[src/rtl/adder_tree_sched.sv]
// Shares one adder_tree among NUM_REQ requesters: locks a grant per job, forwards beats, accumulates tree sums.
// Define ADDER_TREE_SCHED_RR_EN for round-robin arbitration; otherwise fixed priority, lowest index wins.
//
// state | meaning
// IDLE  | no job; arbitrate among valid requesters
// ISSUE | owner streams beats to the tree
// DRAIN | all beats issued; wait for outstanding tree sums
// DONE  | result presented until res_ready_i
module adder_tree_sched #(
  parameter int NUM_REQ  = 4,
  parameter int ELEM_W   = 16,
  parameter int NUM_ELEM = 16,
  parameter int SUM_W    = ELEM_W + $clog2(NUM_ELEM),
  parameter int LEN_W    = 8,
  parameter int ACC_W    = SUM_W + LEN_W
) (
  input  logic                                clk,
  input  logic                                rst_n,
  input  logic [NUM_REQ-1:0]                  req_valid_i,
  input  logic [NUM_REQ-1:0]                  req_last_i,
  input  logic [NUM_REQ*NUM_ELEM*ELEM_W-1:0]  req_data_i,
  output logic [NUM_REQ-1:0]                  req_ready_o,
  output logic                                tree_valid_o,
  output logic [NUM_ELEM*ELEM_W-1:0]          tree_data_o,
  input  logic                                tree_sum_valid_i,
  input  logic [SUM_W-1:0]                    tree_sum_i,
  output logic                                res_valid_o,
  input  logic                                res_ready_i,
  output logic [ACC_W-1:0]                    res_data_o,
  output logic [$clog2(NUM_REQ)-1:0]          res_id_o,
  output logic [LEN_W-1:0]                    res_beats_o,
  output logic                                err_o
);

  localparam int ID_W   = $clog2(NUM_REQ);
  localparam int BEAT_W = NUM_ELEM * ELEM_W;
  localparam logic [LEN_W-1:0] LAST_CNT = {{(LEN_W-1){1'b1}}, 1'b0};
  localparam logic [NUM_REQ-1:0] ONE_HOT0 = {{(NUM_REQ-1){1'b0}}, 1'b1};

  typedef enum logic [1:0] {IDLE, ISSUE, DRAIN, DONE} state_t;

  state_t            state;
  logic [ID_W-1:0]   owner;
  logic [LEN_W-1:0]  issued;
  logic [LEN_W-1:0]  returned;
  logic [ACC_W-1:0]  acc;

  logic [BEAT_W-1:0] beat [NUM_REQ];
  logic              hs;
  logic              beat_last;
  logic              sum_ok;
  logic              sum_bad;
  logic [ACC_W-1:0]  acc_nxt;
  logic [LEN_W-1:0]  ret_nxt;
  logic              grant_any;
  logic [ID_W-1:0]   grant_id;

  for (genvar g = 0; g < NUM_REQ; g++) begin : g_beat
    assign beat[g] = req_data_i[g*BEAT_W +: BEAT_W];
  end

`ifdef ADDER_TREE_SCHED_RR_EN
  localparam logic [ID_W:0] NREQ_W = (ID_W+1)'(NUM_REQ);
  logic [ID_W-1:0] rr_ptr;

  // Scan from the pointer downwards in offset so the closest valid requester wins.
  always_comb begin
    grant_any = 1'b0;
    grant_id  = '0;
    for (int i = NUM_REQ-1; i >= 0; i--) begin
      logic [ID_W:0] pos;
      pos = {1'b0, rr_ptr} + (ID_W+1)'(i);
      if (pos >= NREQ_W) pos = pos - NREQ_W;
      if (req_valid_i[pos[ID_W-1:0]]) begin
        grant_any = 1'b1;
        grant_id  = pos[ID_W-1:0];
      end
    end
  end
`else
  always_comb begin
    grant_any = 1'b0;
    grant_id  = '0;
    for (int i = NUM_REQ-1; i >= 0; i--) begin
      if (req_valid_i[i]) begin
        grant_any = 1'b1;
        grant_id  = ID_W'(i);
      end
    end
  end
`endif

  // A sum is only accepted while at least one beat is outstanding.
  always_comb begin
    hs        = req_valid_i[owner] & req_ready_o[owner];
    beat_last = req_last_i[owner] | (issued == LAST_CNT);
    sum_ok    = tree_sum_valid_i & ((state == ISSUE) | (state == DRAIN)) & (returned != issued);
    sum_bad   = tree_sum_valid_i & ~sum_ok;
    acc_nxt   = acc;
    ret_nxt   = returned;
    if (sum_ok) begin
      acc_nxt = acc + {{LEN_W{tree_sum_i[SUM_W-1]}}, tree_sum_i};
      ret_nxt = returned + {{(LEN_W-1){1'b0}}, 1'b1};
    end
  end

  always_ff @(posedge clk or negedge rst_n) begin
    if (!rst_n) begin
      state        <= IDLE;
      owner        <= '0;
      issued       <= '0;
      returned     <= '0;
      acc          <= '0;
      req_ready_o  <= '0;
      tree_valid_o <= 1'b0;
      tree_data_o  <= '0;
      res_valid_o  <= 1'b0;
      res_data_o   <= '0;
      res_id_o     <= '0;
      res_beats_o  <= '0;
      err_o        <= 1'b0;
`ifdef ADDER_TREE_SCHED_RR_EN
      rr_ptr       <= '0;
`endif
    end else begin
      tree_valid_o <= 1'b0;
      if (sum_ok) begin
        acc      <= acc_nxt;
        returned <= ret_nxt;
      end
      if (sum_bad) err_o <= 1'b1;

      case (state)
        IDLE: begin
          if (grant_any) begin
            owner       <= grant_id;
            acc         <= '0;
            issued      <= '0;
            returned    <= '0;
            req_ready_o <= ONE_HOT0 << grant_id;
            state       <= ISSUE;
          end
        end
        ISSUE: begin
          if (hs) begin
            tree_data_o  <= beat[owner];
            tree_valid_o <= 1'b1;
            issued       <= issued + {{(LEN_W-1){1'b0}}, 1'b1};
            if (beat_last) begin
              req_ready_o <= '0;
              state       <= DRAIN;
            end
          end
        end
        DRAIN: begin
          // Uses the post-accumulate count so the final sum completes the job in the same cycle.
          if (ret_nxt == issued) begin
            res_valid_o <= 1'b1;
            res_data_o  <= acc_nxt;
            res_id_o    <= owner;
            res_beats_o <= issued;
            state       <= DONE;
          end
        end
        DONE: begin
          if (res_ready_i) begin
            res_valid_o <= 1'b0;
            state       <= IDLE;
`ifdef ADDER_TREE_SCHED_RR_EN
            rr_ptr      <= (owner == ID_W'(NUM_REQ-1)) ? '0 : owner + 1'b1;
`endif
          end
        end
        default: state <= IDLE;
      endcase
    end
  end

endmodule
[config.mk]
export PLATFORM = sky130hd
export DESIGN_NAME = adder_tree_sched
export DESIGN_NICKNAME = d
export VERILOG_FILES = /design/src/rtl/adder_tree_sched.sv
export SDC_FILE = /design/constraint.sdc
export NUM_CORES = 1
export LEC_CHECK = 0
export ABC_AREA = 0
export CAP_MARGIN = 20
export CORE_AREA = 10 10 517 519
export DETAILED_ROUTE_END_ITERATION = 16
export DIE_AREA = 0 0 527 529
export GPL_TIMING_DRIVEN = 0
export HOLD_SLACK_MARGIN = 0.06
export SETUP_SLACK_MARGIN = 0.2
export SKIP_LAST_GASP = 1
export SYNTH_ARGS = -nofsm -noshare
export SYNTH_HDL_FRONTEND = slang
export SYNTH_SLANG_ARGS = --single-unit
[constraint.sdc]
create_clock -name clk -period 2.8 [get_ports clk]
set_clock_uncertainty 0.2 [all_clocks]
set_input_delay 0.56 -clock clk [delete_from_list [all_inputs] [get_ports clk]]
set_output_delay 0.56 -clock clk [all_outputs]
set_load 0.03 [all_outputs]
==> flow_metrics.py <==
metrics = {
    "run_status": {
        "status": "complete, but fails checks",
        "violations": "setup timing",
    },
    "critical_path": {
        "cp_common_cell": "and3_4",
        "path_class": "reg -> reg",
        "cp_slowest_cell": "dfrtp_1",
        "cp_max_fo": 5,
        "start_kind": "flip-flop",
        "cp_slowest_stage_delay_ps": 360,
        "worstPathRequired_ps": 3140,
        "crit_arrival_ps": 3310,
        "path_cells": "inv_2 -> ha_4 -> and3_4 -> and3_4 -> o31ai_4 -> a221oi_2 -> and4bb_2 -> nand4_4 -> buf_12 -> buf_6 -> mux2_4",
        "cp-end-kind": "flip-flop",
    },
    "sta": {
        "setup_viol": 45,
        "setup_slack_ps": -170,
        "max_freq_mhz": 337,
        "hold_viol": 0,
        "tightest_slew_ps": 794,
        "fin_crit_ps": 2970,
        "maxSlewHeadroom": 0.473,
        "period_share": 1.06,
        "maxSlewViolCount": 0,
        "whs_ps": 111,
        "rsz0062_at_grt": "true",
    },
    "global_route": {
        "grtUsageMet1": 0.183,
        "grt_max_degree": 103,
        "antenna_found_initial": 300,
        "grt-ovfl-total": 0,
        "grtUsageMet2": 0.313,
        "grt_pass1_vias": 23300,
        "grt.total_usage": 0.175,
        "grt_use_met3": 0.0860,
        "top_usage_layer": "met2",
        "grt_pass1_wl_mm": 309,
    },
    "placed_design": {
        "port_buffers": 1356,
        "gp_congestion": 0.966,
        "post-dp-hpwl_mm": 231,
    },
    "finish": {
        "synthToLayoutAreaGrowth_pct": 113,
        "fillCellCount": 28000,
        "drive_gt1_frac": 0.323,
        "multiInputGateArea_mm2": 0.0132,
        "layout.nets": 4087,
        "final_cell_mix": "1164 x clkdlybuf4s50_1, 338 x dfrtp_1, 258 x mux4_2",
        "seqCellArea_mm2": 0.00875,
        "final_common_cell": "clkdlybuf4s50_1",
    },
    "logic_synthesis": {
        "yosysUniqueCellTypes": 62,
        "syn_inst": 1466,
        "yosys_warnings": 0,
        "ys_ff_latch": 349,
        "synth.area.top_cells": "dfrtp_1 42%, mux4_2 28%, mux2_2 14%",
        "synthesis.nets": 2558,
        "synth.cell_area_mm2": 0.0210,
        "netlist.area_leader.share": 0.416,
        "synth-edff-count": 0,
        "synth.largest_area_cell": "dfrtp_1",
        "synthFlopType": "dfrtp_1",
        "syn_area_per_cell_um2": 14.3,
        "ys_seq_area_frac": 0.416,
        "async_reset_ff_frac": 1.00,
    },
    "route": {
        "vias": 23000,
        "drtAntennaViolNets": 0,
        "vias_per_cell": 3.53,
        "drc": 0,
        "wl_mm": 257,
        "wire_per_inst_um": 39.5,
        "dr.first_iter.drc_count": 1619,
        "drt_first_pass_iters": 5,
    },
    "cts": {
        "cts_made_buffers": 50,
        "cts_tree": "built",
        "h-tree-depth": 2,
        "clk_pin_slew_ps": 60,
        "cts-root-buf": "clkbuf_16",
        "ctsLongestPathBuffers": 3,
        "clkLatencyLatePin_ps": 660,
        "clock_sinks": 349,
    },
    "die": {
        "coreArea_mm2": 0.256,
        "ios": 1357,
        "fp.dieArea_mm2": 0.279,
        "die_w_um": 527,
        "fp.dieH_um": 529,
        "initial_utilization": 0.0820,
        "floorplan.rows": 186,
    },
    "power_and_ir_drop": {
        "leakagePower_uw": 0.0173,
        "ir_worst_vdd_uv": 462,
        "p_total_uw": 43600,
        "power_density_mw_per_mm2": 977,
    },
    "run": {
        "max_cap_violations": 0,
    },
    "hold_path": {
        "hp-class": "in -> reg",
    },
}
[cell usage after synthesis, types with 3 or more instances]
master,number
o21a_1,6
mux2_1,8
buf_1,27
o211a_1,3
or3_1,7
inv_1,20
a31oi_1,9
a221oi_1,5
mux4_2,258
dfrtp_1,349
o21ai_0,51
xnor2_1,20
a21o_1,11
nand4_1,7
o211ai_1,11
o31ai_1,5
nand3_1,14
a21oi_1,45
mux2i_1,10
clkbuf_1,76
nand2_1,66
and2_1,4
a211oi_1,3
nor2b_1,11
nor3_1,11
buf_2,4
nand2b_1,3
ha_1,35
xor2_1,15
nor4_1,3
mux2_2,260
and3_1,5
nor2_1,68
[path summary, 6_finish.rpt]
path                       cells after the start              end      startpoint  slack, ps
setup / recovery                              11      res_id_o[1]        state[1]       -170
hold / removal                                 3   req_ready_o[3]  req_valid_i[3]        110
setup reg to reg                              11      res_id_o[1]        state[1]       -170
hold reg to reg                                1            err_o           err_o        260
max in group asynchronous                      3  tree_data_o[51]           rst_n        880
min in group asynchronous                      2   res_data_o[13]           rst_n        260
[worst max-delay path, delay by kind of cell (launching register included)]
kind                       cells  cell delay, ps
muxes                          1             280
DFF                            1             360
and+or+nand+nor                4             940
buffers and inverters          3             410
AOI/OAI and AO/OA              2             360
adders and majority gates      1             300
[routing by layer]
metal | up-vias | share of wire
met5 | - | 0.0031
met4 | 116 | 0.038
met3 | 567 | 0.12
met2 | 1627 | 0.50
met1 | 11700 | 0.35
li1 | 9018 | -
[registers in the layout, summed over array words and instances (netlist names)]
name	cells
res_id_o	2
state	2
owner	2
res_data_o	28
tree_data_o	256
returned	8
acc	28
err_o	1
res_beats_o	8
tree_valid_o	1
req_ready_o	4
res_valid_o	1
issued	8
[cell type report]
class	count	share of cell area
Clock inverter	21	0.00560
Antenna cell	98	0.00549
Inverter	20	0.00168
Tap cell	3384	0.0948
Clock buffer	69	0.0314
Multi-Input combinational cell	989	0.296
Buffer	107	0.0263
Timing Repair Buffer	1478	0.343
Sequential cell	349	0.196
[cells by family after synthesis]
kind of cell	after synthesis	synth area share
buffers and inverters	128	0.0235
AOI/OAI and AO/OA	170	0.0513
adders and majority gates	36	0.0218
muxes	536	0.425
DFF	349	0.416
xor gates and xnor gates	36	0.0154
and+or+nand+nor	211	0.0471
[per-stage QoR]
stage          setup TNS, ps  instances  cell area [um2]  utilization  setup WS (ps)
2_1_floorplan              0       1466            21200            -           78.1
3_3_place_gp        -6537460       6206            39000        0.152         -16800
3_5_place_dp         -385950       6223            39300        0.153          -1530
4_1_cts                -1950       6388            43600        0.170           -208
5_1_grt                -9380       6468            44500        0.174           -329
6_report               -3730       6515            44700        0.174           -170
[timing repair]
| item | CTS | global route |
|---|---|---|
| cloned | 23 | 5 |
| buffers inserted | 51 | 25 |
| endpoints found under the hold margin | 77 | 0 |
| hold buffers | 1 | 0 |
| pin swaps | 60 | 37 |
| setup endpoints to repair | 546 | 319 |
| gates resized for setup | 706 | 167 |
[where the power goes]
part / internal [uW] / switching (uW)
registers: 7170 / 1420
clock network: 3870 / 2820
logic: 12500 / 15800
No activity file was read; power rests on OpenSTA's default activity.
